==> src/rtl/ahb3lite_pkg.sv <==
// ----------------------------------------------------------------------------
// ahb3lite_pkg: AHB3-Lite encodings, request length codes and master FSM states.
// Rev 1.0
// ----------------------------------------------------------------------------
`default_nettype none

package ahb3lite_pkg;

  localparam logic [1:0] HTRANS_IDLE   = 2'b00;
  localparam logic [1:0] HTRANS_BUSY   = 2'b01;
  localparam logic [1:0] HTRANS_NONSEQ = 2'b10;
  localparam logic [1:0] HTRANS_SEQ    = 2'b11;

  localparam logic [2:0] HSIZE_BYTE  = 3'b000;
  localparam logic [2:0] HSIZE_HWORD = 3'b001;
  localparam logic [2:0] HSIZE_WORD  = 3'b010;
  localparam logic [2:0] HSIZE_DWORD = 3'b011;

  localparam logic [2:0] HBURST_SINGLE = 3'b000;
  localparam logic [2:0] HBURST_INCR   = 3'b001;
  localparam logic [2:0] HBURST_WRAP4  = 3'b010;
  localparam logic [2:0] HBURST_INCR4  = 3'b011;
  localparam logic [2:0] HBURST_WRAP8  = 3'b100;
  localparam logic [2:0] HBURST_INCR8  = 3'b101;
  localparam logic [2:0] HBURST_WRAP16 = 3'b110;
  localparam logic [2:0] HBURST_INCR16 = 3'b111;

  localparam logic HRESP_OKAY  = 1'b0;
  localparam logic HRESP_ERROR = 1'b1;

  localparam logic [3:0] HPROT_RESET = 4'b0011;

  localparam logic [1:0] REQ_LEN_SINGLE = 2'd0;
  localparam logic [1:0] REQ_LEN_INCR4  = 2'd1;
  localparam logic [1:0] REQ_LEN_INCR8  = 2'd2;
  localparam logic [1:0] REQ_LEN_INCR16 = 2'd3;

  typedef enum logic [1:0] {
    ST_IDLE = 2'd0,
    ST_ADDR = 2'd1,
    ST_ERR1 = 2'd2
  } mst_state_e;

  function automatic logic [2:0] len2hburst(input logic [1:0] len);
    case (len)
      REQ_LEN_INCR4:  return HBURST_INCR4;
      REQ_LEN_INCR8:  return HBURST_INCR8;
      REQ_LEN_INCR16: return HBURST_INCR16;
      default:        return HBURST_SINGLE;
    endcase
  endfunction

  // Beat counter preload: number of beats minus one.
  function automatic logic [3:0] len2cnt(input logic [1:0] len);
    case (len)
      REQ_LEN_INCR4:  return 4'd3;
      REQ_LEN_INCR8:  return 4'd7;
      REQ_LEN_INCR16: return 4'd15;
      default:        return 4'd0;
    endcase
  endfunction

endpackage

`default_nettype wire

==> src/rtl/ahb3lite_mst_addrgen.sv <==
// ----------------------------------------------------------------------------
// ahb3lite_mst_addrgen: beat counter, next-address incrementer, last-beat flag.
// Counter present only with AHB3LITE_MST_BURST_EN. Rev 1.0
// ----------------------------------------------------------------------------
`default_nettype none

module ahb3lite_mst_addrgen
  import ahb3lite_pkg::*;
#(
  parameter int HADDR_SIZE = 32
) (
  input  logic                  HCLK,
  input  logic                  HRESETn,
  input  logic                  load_i,
  input  logic [1:0]            len_i,
  input  logic                  advance_i,
  input  logic [HADDR_SIZE-1:0] addr_i,
  input  logic [2:0]            size_i,
  output logic [HADDR_SIZE-1:0] addr_next_o,
  output logic                  last_o
);

  assign addr_next_o = addr_i + (HADDR_SIZE'(1) << size_i);

`ifdef AHB3LITE_MST_BURST_EN
  logic [3:0] cnt_q, cnt_d;

  always_comb begin
    cnt_d = cnt_q;
    if (load_i)         cnt_d = len2cnt(len_i);
    else if (advance_i) cnt_d = cnt_q - 4'd1;
  end

  always_ff @(posedge HCLK or negedge HRESETn) begin
    if (!HRESETn) cnt_q <= 4'd0;
    else          cnt_q <= cnt_d;
  end

  assign last_o = (cnt_q == 4'd0);
`else
  logic unused_ctrl;
  assign unused_ctrl = ^{HCLK, HRESETn, load_i, len_i, advance_i};
  assign last_o      = 1'b1;
`endif

endmodule

`default_nettype wire

==> src/rtl/ahb3lite_mst_port.sv <==
// ----------------------------------------------------------------------------
// ahb3lite_mst_port: request/response port to pipelined AHB3-Lite master.
// INCR4/8/16 bursts enabled by defining AHB3LITE_MST_BURST_EN. Rev 1.0
// ----------------------------------------------------------------------------
`default_nettype none

module ahb3lite_mst_port
  import ahb3lite_pkg::*;
#(
  parameter int HADDR_SIZE = 32,
  parameter int HDATA_SIZE = 32
) (
  input  logic                  HCLK,
  input  logic                  HRESETn,
  output logic [HADDR_SIZE-1:0] HADDR,
  output logic [HDATA_SIZE-1:0] HWDATA,
  input  logic [HDATA_SIZE-1:0] HRDATA,
  output logic                  HWRITE,
  output logic [2:0]            HSIZE,
  output logic [2:0]            HBURST,
  output logic [3:0]            HPROT,
  output logic [1:0]            HTRANS,
  output logic                  HMASTLOCK,
  input  logic                  HREADY,
  input  logic                  HRESP,
  input  logic                  req_i,
  output logic                  req_ack_o,
  input  logic                  req_write_i,
  input  logic [HADDR_SIZE-1:0] req_addr_i,
  input  logic [2:0]            req_size_i,
  input  logic [3:0]            req_prot_i,
  input  logic [1:0]            req_len_i,
  output logic                  wdata_req_o,
  input  logic [HDATA_SIZE-1:0] wdata_i,
  output logic                  rsp_valid_o,
  output logic [HDATA_SIZE-1:0] rsp_rdata_o,
  output logic                  rsp_err_o,
  output logic                  rsp_last_o
);

  mst_state_e            state_q, state_d;
  logic [1:0]            htrans_q, htrans_d;
  logic [HADDR_SIZE-1:0] haddr_q, haddr_d;
  logic                  hwrite_q, hwrite_d;
  logic [2:0]            hsize_q, hsize_d;
  logic [2:0]            hburst_q, hburst_d;
  logic [3:0]            hprot_q, hprot_d;
  logic [HDATA_SIZE-1:0] hwdata_q, hwdata_d;
  logic                  dp_valid_q, dp_valid_d;
  logic                  dp_write_q, dp_write_d;
  logic                  dp_last_q, dp_last_d;
  logic                  rsp_valid_q, rsp_valid_d;
  logic [HDATA_SIZE-1:0] rsp_rdata_q, rsp_rdata_d;
  logic                  rsp_err_q, rsp_err_d;
  logic                  rsp_last_q, rsp_last_d;

  logic                  last;
  logic [HADDR_SIZE-1:0] addr_next;
  logic [2:0]            hburst_req;
  logic                  addr_done, dp_done, err_first, err_done, advance;

  assign addr_done = (state_q == ST_ADDR) & HREADY;
  assign dp_done   = dp_valid_q & HREADY;
  assign err_first = dp_valid_q & HRESP & ~HREADY & (state_q != ST_ERR1);
  assign err_done  = dp_done & HRESP;
  assign advance   = addr_done & ~last & ~err_done;

  assign req_ack_o   = req_i & HREADY &
                       ((state_q == ST_IDLE) | ((state_q == ST_ADDR) & last));
  assign wdata_req_o = addr_done & hwrite_q;

`ifdef AHB3LITE_MST_BURST_EN
  assign hburst_req = len2hburst(req_len_i);
`else
  assign hburst_req = HBURST_SINGLE;
`endif

  ahb3lite_mst_addrgen #(
    .HADDR_SIZE (HADDR_SIZE)
  ) u_addrgen (
    .HCLK        (HCLK),
    .HRESETn     (HRESETn),
    .load_i      (req_ack_o),
    .len_i       (req_len_i),
    .advance_i   (advance),
    .addr_i      (haddr_q),
    .size_i      (hsize_q),
    .addr_next_o (addr_next),
    .last_o      (last)
  );

  always_comb begin
    state_d     = state_q;
    htrans_d    = htrans_q;
    haddr_d     = haddr_q;
    hwrite_d    = hwrite_q;
    hsize_d     = hsize_q;
    hburst_d    = hburst_q;
    hprot_d     = hprot_q;
    hwdata_d    = hwdata_q;
    dp_valid_d  = dp_valid_q & ~HREADY;
    dp_write_d  = dp_write_q;
    dp_last_d   = dp_last_q;
    rsp_valid_d = 1'b0;
    rsp_rdata_d = rsp_rdata_q;
    rsp_err_d   = rsp_err_q;
    rsp_last_d  = rsp_last_q;

    if (dp_done) begin
      rsp_valid_d = 1'b1;
      rsp_err_d   = HRESP;
      rsp_last_d  = dp_last_q | HRESP;
      if (!dp_write_q) rsp_rdata_d = HRDATA;
    end

    if (addr_done) begin
      dp_valid_d = 1'b1;
      dp_write_d = hwrite_q;
      dp_last_d  = last;
      if (hwrite_q) hwdata_d = wdata_i;
    end

    case (state_q)
      ST_IDLE, ST_ADDR: begin
        if (err_first) begin
          // Cancel whatever is pending in the address phase.
          state_d  = ST_ERR1;
          htrans_d = HTRANS_IDLE;
        end else if (req_ack_o) begin
          state_d  = ST_ADDR;
          htrans_d = HTRANS_NONSEQ;
          haddr_d  = req_addr_i;
          hwrite_d = req_write_i;
          hsize_d  = req_size_i;
          hprot_d  = req_prot_i;
          hburst_d = hburst_req;
        end else if (err_done) begin
          state_d    = ST_IDLE;
          htrans_d   = HTRANS_IDLE;
          dp_valid_d = 1'b0;
        end else if (addr_done) begin
          if (last) begin
            state_d  = ST_IDLE;
            htrans_d = HTRANS_IDLE;
          end else begin
            htrans_d = HTRANS_SEQ;
            haddr_d  = addr_next;
          end
        end
      end
      ST_ERR1: begin
        htrans_d = HTRANS_IDLE;
        if (HREADY) state_d = ST_IDLE;
      end
      default: begin
        state_d  = ST_IDLE;
        htrans_d = HTRANS_IDLE;
      end
    endcase
  end

  always_ff @(posedge HCLK or negedge HRESETn) begin
    if (!HRESETn) begin
      state_q     <= ST_IDLE;
      htrans_q    <= HTRANS_IDLE;
      haddr_q     <= '0;
      hwrite_q    <= 1'b0;
      hsize_q     <= HSIZE_WORD;
      hburst_q    <= HBURST_SINGLE;
      hprot_q     <= HPROT_RESET;
      hwdata_q    <= '0;
      dp_valid_q  <= 1'b0;
      dp_write_q  <= 1'b0;
      dp_last_q   <= 1'b0;
      rsp_valid_q <= 1'b0;
      rsp_rdata_q <= '0;
      rsp_err_q   <= 1'b0;
      rsp_last_q  <= 1'b0;
    end else begin
      state_q     <= state_d;
      htrans_q    <= htrans_d;
      haddr_q     <= haddr_d;
      hwrite_q    <= hwrite_d;
      hsize_q     <= hsize_d;
      hburst_q    <= hburst_d;
      hprot_q     <= hprot_d;
      hwdata_q    <= hwdata_d;
      dp_valid_q  <= dp_valid_d;
      dp_write_q  <= dp_write_d;
      dp_last_q   <= dp_last_d;
      rsp_valid_q <= rsp_valid_d;
      rsp_rdata_q <= rsp_rdata_d;
      rsp_err_q   <= rsp_err_d;
      rsp_last_q  <= rsp_last_d;
    end
  end

  assign HTRANS      = htrans_q;
  assign HADDR       = haddr_q;
  assign HWRITE      = hwrite_q;
  assign HSIZE       = hsize_q;
  assign HBURST      = hburst_q;
  assign HPROT       = hprot_q;
  assign HWDATA      = hwdata_q;
  assign HMASTLOCK   = 1'b0;
  assign rsp_valid_o = rsp_valid_q;
  assign rsp_rdata_o = rsp_rdata_q;
  assign rsp_err_o   = rsp_err_q;
  assign rsp_last_o  = rsp_last_q;

`ifndef SYNTHESIS
  // A SEQ beat landing on a 1KB boundary means the requester's burst crossed it.
  a_no_1kb_cross: assert property (@(posedge HCLK) disable iff (!HRESETn)
    (htrans_q == HTRANS_SEQ) |-> (haddr_q[9:0] != 10'd0))
    else $error("burst crossed a 1KB boundary");
`endif

endmodule

`default_nettype wire

==> config.mk <==
export PLATFORM = sky130hd
export DESIGN_NAME = ahb3lite_mst_port
export DESIGN_NICKNAME = d
export VERILOG_FILES = /design/src/rtl/ahb3lite_pkg.sv /design/src/rtl/ahb3lite_mst_addrgen.sv /design/src/rtl/ahb3lite_mst_port.sv
export SDC_FILE = /design/constraint.sdc
export NUM_CORES = 1
export LEC_CHECK = 0
export ABC_AREA = 1
export CAP_MARGIN = 20
export CORE_ASPECT_RATIO = 0.5
export CORE_MARGIN = 4
export CORE_UTILIZATION = 47
export CTS_CLUSTER_SIZE = 30
export DETAILED_ROUTE_END_ITERATION = 8
export GPL_ROUTABILITY_DRIVEN = 0
export GPL_TIMING_DRIVEN = 0
export PLACE_DENSITY = 0.94
export SYNTH_ARGS = -nofsm -noshare
export SYNTH_HDL_FRONTEND = slang
export SYNTH_HIERARCHICAL = 1
export SYNTH_SLANG_ARGS = --single-unit
==> constraint.sdc <==
create_clock -name HCLK -period 5.5 [get_ports HCLK]
set_input_delay 0.55 -clock HCLK [delete_from_list [all_inputs] [get_ports HCLK]]
set_output_delay 0.55 -clock HCLK [all_outputs]
set_load 0.05 [all_outputs]
==> flow_metrics.env, run 1 <==
export IMPL_rr_endpoint="HADDR[28]$_DFFE_PN0P_"
export IMPL_post_dp_hpwl_mm=15.6
export IMPL_antenna_left=0
export IMPL_first_global_vias=7371
export IMPL_synthesis_area_um2=6430
export IMPL_p_seq_frac=0.260
export IMPL_viasPerCell=5.65
export IMPL_pwr_share_comb=0.546
export IMPL_rsz0062_at_grt="no"
export IMPL_cp_required_ps=4950
export IMPL_clk_latency_ps=410
export IMPL_coreArea_um2=13000
export IMPL_cts_buffer_depth=2
export IMPL_gr_total_overflow=0
export IMPL_yosys_warnings=6
export IMPL_chipHeight_um=90.7
export IMPL_drt_initial_drc_count=851
export IMPL_cap_violations=0
export IMPL_synth_avg_cell_area_um2=7.68
export IMPL_grt_max_degree=100
export IMPL_firstDrtPassIters=6
export IMPL_avgRoutedWirePerCell_um=17.9
export IMPL_setup_ws_ps=2160
export IMPL_reg2reg_slack_ps=2740
export IMPL_rr_startpoint="HSIZE[0]$_DFFE_PN0P_"
export IMPL_hold_viol_final=0
export IMPL_clkPwrFrac=0.194
export IMPL_p_sw_frac=0.494
export IMPL_period_minus_slack_ps=3340
export IMPL_max_vdd_ir_drop_mv=0.489
export IMPL_crit_end="wdata_req_o"
export IMPL_max_stage_delay_ps=840
export IMPL_slew_limit_headroom=0.631
export IMPL_drv_slew=0
export IMPL_power_density_nw_per_um2=641
export IMPL_syn_inst=837
export IMPL_fillCellCount=886
export IMPL_die_w_um=173
export IMPL_finalNetCount=1200
export IMPL_worst_pin_slew_ps=552
export IMPL_io_buffers=219
export IMPL_cts_buffers_inserted=17
export IMPL_drive_above_1_share=0.122
export IMPL_critPathCaptureType="output port"
export IMPL_crit_path_start_kind="input port"
export IMPL_initial_core_util=0.494
export IMPL_hold_path_class="reg2reg"
export IMPL_cp_max_fo=10
export IMPL_layout_commonest_cell="nand2_1"
export IMPL_die_area_um2=15700
export IMPL_pre_cts_slack_ps=2200
export IMPL_antenna_cells=0
export IMPL_r2r_cells=15
export IMPL_grtUsageTotal=0.286
export IMPL_p_switching_mw=3.01
export IMPL_io_pins=226
export IMPL_crit_path_start="HREADY"
export IMPL_status="completed"
export IMPL_worstPathArrival_ps=2790
export IMPL_grt_pass1_wl_mm=36.7
export IMPL_area_growth_synth_to_final_pct=47.9
export IMPL_max_freq_mhz=300
export IMPL_path_class="in2out"
export IMPL_finalSetupViolCount=0
export IMPL_htreeDepth=4
export IMPL_power_leakage_nw=4.76
export IMPL_period_share=0.607
export IMPL_slowest_stage="clkdlybuf4s50_1"
export IMPL_clkTransAtPathRegs_ps=60
export IMPL_clock_sinks=114
export IMPL_cts_tree="built"
export IMPL_tns_ps=0
export IMPL_drc=0
export IMPL_intPower_mw=3.09
export IMPL_wirelength_mm=22.6
export IMPL_rows=29
export IMPL_cts_resized=0
export IMPL_antenna_found_initial=0
export IMPL_final_cell_mix="369 x nand2_1, 218 x clkdlybuf4s50_1, 111 x dfrtp_1, 73 x nand3_1, 52 x inv_1"
export IMPL_vias=7130
export IMPL_finClkSkew_ps=14.1
export IMPL_root_buffer="clkbuf_16"
export IMPL_crit_chain="clkdlybuf4s50_1 -> nand3_2 -> inv_2 -> nand2_2 -> inv_2 -> buf_2 -> clkdlybuf4s50_1"
## how the worst min path moves through the flow
| stage | start | depth (start not counted) | endpoint | slack (ps) |
|---|---|---|---|---|
| 4_1_cts | HPROT[1]$_DFFE_PN1P_ | 2 | HPROT[1]$_DFFE_PN1P_ | 480 |
| 6_report | HPROT[1]$_DFFE_PN1P_ | 2 | HPROT[1]$_DFFE_PN1P_ | 480 |
| 5_1_grt | HPROT[0]$_DFFE_PN1P_ | 2 | HPROT[0]$_DFFE_PN1P_ | 500 |
| 3_5_place_dp | HRESETn | 1 | HSIZE[0]$_DFFE_PN0P_ | 390 |
| 2_1_floorplan | HRESETn | 0 | HADDR[0]$_DFFE_PN0P_ | 250 |
| 3_3_place_gp | HPROT[1]$_DFFE_PN1P_ | 2 | HPROT[1]$_DFFE_PN1P_ | 460 |
## state kept, by name, summed over array words and instances (netlist names)
signal and flops:
HADDR 32, HWDATA 32, rsp_rdata_o 32, HPROT 4, HSIZE 3, HTRANS 2
state_q 2, HWRITE 1, dp_last_q 1, dp_valid_q 1, dp_write_q 1, rsp_err_o 1
rsp_last_o 1, rsp_valid_o 1
## per-layer routing
layer	track usage	vias to the layer above	wire [um]
met5	0	-	0
met4	0.143	0	1230
met3	0.0765	134	2040
met2	0.516	497	11400
met1	0.312	3336	7910
li1	-	3163	-
## worst max-delay path: cells and delay by family
family        cells  cell delay (ps)
buf+inv           5             1940
simple gates      2              300
## repair_timing
action | in CTS | in global routing
hold buffers | 1 | 0
buffers inserted | 0 | 0
endpoints found under the hold margin | 14 | 0
## power groups by stage
| stage | clock (mW) | combinational (mW) | sequential (mW) |
|---|---|---|---|
| after floorplan | 0 | 0.897 | 2.76 |
| final | 1.18 | 3.33 | 1.59 |
| after CTS | 1.18 | 3.31 | 1.57 |
| after global routing | 1.24 | 3.50 | 1.63 |
| after global placement | 0 | 3.19 | 1.54 |
| after detailed placement | 0 | 3.26 | 1.57 |
## cell type report
type	count	area [um^2]	area share
clock buffers	19	443	0.0466
well taps	170	213	0.0224
clock inverters	13	185	0.0195
repair buffers	221	2230	0.235
plain buffers	36	208	0.0218
inverters	63	236	0.0249
multi-input cells	627	3140	0.330
flip-flops and latches	114	2860	0.300
## per-stage QoR
step	hold slack (ps)	utilization	instance area (um^2)	cells	power, mW
3_5_place_dp	394	0.681	8870	1230	4.83
6_report	476	0.730	9510	1263	6.10
2_1_floorplan	254	-	6440	840	3.66
5_1_grt	499	0.730	9510	1263	6.37
3_3_place_gp	456	0.679	8850	1229	4.73
4_1_cts	480	0.730	9510	1263	6.06
Power figures use the tool's default switching activity.
==> run 2: changes to the inputs <==
--- a/config.mk
+++ b/config.mk
@@ -9,12 +9,12 @@
 export CAP_MARGIN = 20
 export CORE_ASPECT_RATIO = 0.5
 export CORE_MARGIN = 4
-export CORE_UTILIZATION = 47
+export CORE_UTILIZATION = 46
 export CTS_CLUSTER_SIZE = 30
 export DETAILED_ROUTE_END_ITERATION = 8
 export GPL_ROUTABILITY_DRIVEN = 0
 export GPL_TIMING_DRIVEN = 0
-export PLACE_DENSITY = 0.94
+export PLACE_DENSITY = 0.92
 export SYNTH_ARGS = -nofsm -noshare
 export SYNTH_HDL_FRONTEND = slang
 export SYNTH_HIERARCHICAL = 1
==> constraint.sdc (replaced) <==
create_clock -name HCLK -period 3.1 [get_ports HCLK]
set_input_delay 0.31 -clock HCLK [delete_from_list [all_inputs] [get_ports HCLK]]
set_output_delay 0.31 -clock HCLK [all_outputs]
set_load 0.05 [all_outputs]
==> run 2 against run 1 <==
First-iteration DRC count shrank 23%. Clock skew shrank 5.2 ps. Wire length shrank 8.1%. Total power grew 71%. Sequential share of layout area grew 0.15 points. Design area shrank 0.50%. Critical endpoint unchanged. Largest power group unchanged.
==> flow_metrics.env, run 2 (synthesized netlist as in run 1, its figures left out) <==
export IMPL_power_density_nw_per_um2=1100
export IMPL_chipHeight_um=91.6
export IMPL_period_share=0.931
export IMPL_hold_viol_final=0
export IMPL_power_mw=10.5
export IMPL_max_freq_mhz=347
export IMPL_rsz0062_at_grt="no"
export IMPL_drc=0
export IMPL_max_vdd_ir_drop_mv=0.625
export IMPL_hold_ws_ps=421
export IMPL_grt_pass1_wl_mm=34.3
export IMPL_vias=6780
export IMPL_clk_latency_ps=410
export IMPL_initial_core_util=0.472
export IMPL_firstDrtPassIters=6
export IMPL_status="completed"
export IMPL_clkTransAtPathRegs_ps=60
export IMPL_first_global_vias=6964
export IMPL_critPathCaptureType="output port"
export IMPL_drive_above_1_share=0.122
export IMPL_finalNetCount=1200
export IMPL_cts_resized=0
export IMPL_rr_startpoint="HSIZE[1]$_DFFE_PN1P_"
export IMPL_layout_commonest_cell="nand2_1"
export IMPL_io_pins=226
export IMPL_die_area_um2=16000
export IMPL_grtUsageTotal=0.263
export IMPL_finClkSkew_ps=8.94
export IMPL_crit_path_start="state_q[1]$_DFFE_PN0P_"
export IMPL_setup_ws_ps=215
export IMPL_avgRoutedWirePerCell_um=16.2
export IMPL_coreArea_um2=13600
export IMPL_final_cell_mix="369 x nand2_1, 218 x clkdlybuf4s50_1, 111 x dfrtp_1, 73 x nand3_1, 52 x inv_1"
export IMPL_antenna_found_initial=0
export IMPL_period_minus_slack_ps=2890
export IMPL_cp_required_ps=2790
export IMPL_drt_initial_drc_count=657
export IMPL_cts_buffer_depth=2
export IMPL_clock_sinks=114
export IMPL_area_growth_synth_to_final_pct=47.2
export IMPL_antenna_left=0
export IMPL_path_class="reg2out"
export IMPL_cts_tree="built"
export IMPL_die_w_um=175
export IMPL_gr_total_overflow=0
export IMPL_root_buffer="clkbuf_16"
export IMPL_worstPathArrival_ps=2580
export IMPL_drv_slew=0
export IMPL_rows=30
export IMPL_finalSetupViolCount=0
export IMPL_min_from="req_prot_i[1]"
export IMPL_wirelength_mm=20.8
export IMPL_hold_path_class="in2reg"
export IMPL_cts_buffers_inserted=17
export IMPL_post_dp_hpwl_mm=15.3
export IMPL_slew_limit_headroom=0.631
export IMPL_pre_cts_slack_ps=292
export IMPL_grt_max_degree=65
export IMPL_viasPerCell=5.28
export IMPL_cp_max_fo=10
export IMPL_htreeDepth=4
export IMPL_cap_violations=0
export IMPL_antenna_cells=0
export IMPL_power_leakage_nw=4.73
export IMPL_worst_pin_slew_ps=552
export IMPL_crit_path_start_kind="flip-flop"
export IMPL_io_buffers=219
## run 2: cell types whose count changed in the layout (fill, tap and decap cells not counted), sizes merged
cell,before,now
bufinv,4,1
inv,62,63
clkinv,8,10
clkbuf,27,26
## run 2: metrics by stage
step | cell area, um^2 | instances | utilization | setup TNS, ps
finish | 9470 | 1284 | 0.695 | 0
CTS | 9470 | 1284 | 0.695 | 0
detailed placement | 8900 | 1252 | 0.653 | 0
floorplan | 6440 | 840 | - | 0
global placement | 8870 | 1251 | 0.651 | -296750
global route | 9470 | 1284 | 0.695 | 0
## run 2: area by class of cell
cell class                      count  area, um^2
Timing Repair Buffer              221        2230
Sequential cell                   114        2860
Fill cell                        1031        4160
Tap cell                          192         240
Clock buffer                       18         439
Clock inverter                     13         114
Inverter                           63         236
Buffer                             36         208
Multi-Input combinational cell    627        3140
## run 2: power by group
group | leakage, nW | switching, mW | internal (mW)
clock | 0.272 | 0.716 | 1.12
combinational | 3.04 | 3.90 | 1.94
sequential | 1.42 | 0.612 | 2.17
total | 4.73 | 5.23 | 5.23
## run 2: critical path: stages, from the launching register on
cell	delay [ps]
dfrtp_1	390
inv_2	200
nand3_2	170
inv_2	120
nand2_2	110
inv_2	120
buf_2	210
clkdlybuf4s50_1	840
## run 2: timing repair
action	in CTS	in global routing
hold buffers	1	0
endpoints found under the setup margin	0	0
hold endpoints to repair	47	0
setup buffers	0	0
## run 2: worst paths after layout
| check | end | cells after the start | slack, ps |
|---|---|---|---|
| worst max register to register | HADDR[10]$_DFFE_PN0P_ | 14 | 470 |
| worst min register to register | HWDATA[26]$_DFFE_PN0P_ | 2 | 480 |
| worst min-delay path | HPROT[1]$_DFFE_PN1P_ | 3 | 420 |
| min in group asynchronous | HADDR[30]$_DFFE_PN0P_ | 2 | 430 |
| worst max-delay path | wdata_req_o | 7 | 210 |
| max in group asynchronous | HADDR[23]$_DFFE_PN0P_ | 3 | 1970 |
## run 2: routing by layer
metal  share of wire  GRT usage  vias to the layer above  routed length, um
met5               0          0                        -                  0
met4           0.037      0.114                        0                770
met3           0.080     0.0645                       84               1660
met2            0.52      0.475                      349              10900
met1            0.36      0.297                     3187               7460
li1                -          -                     3160                  -
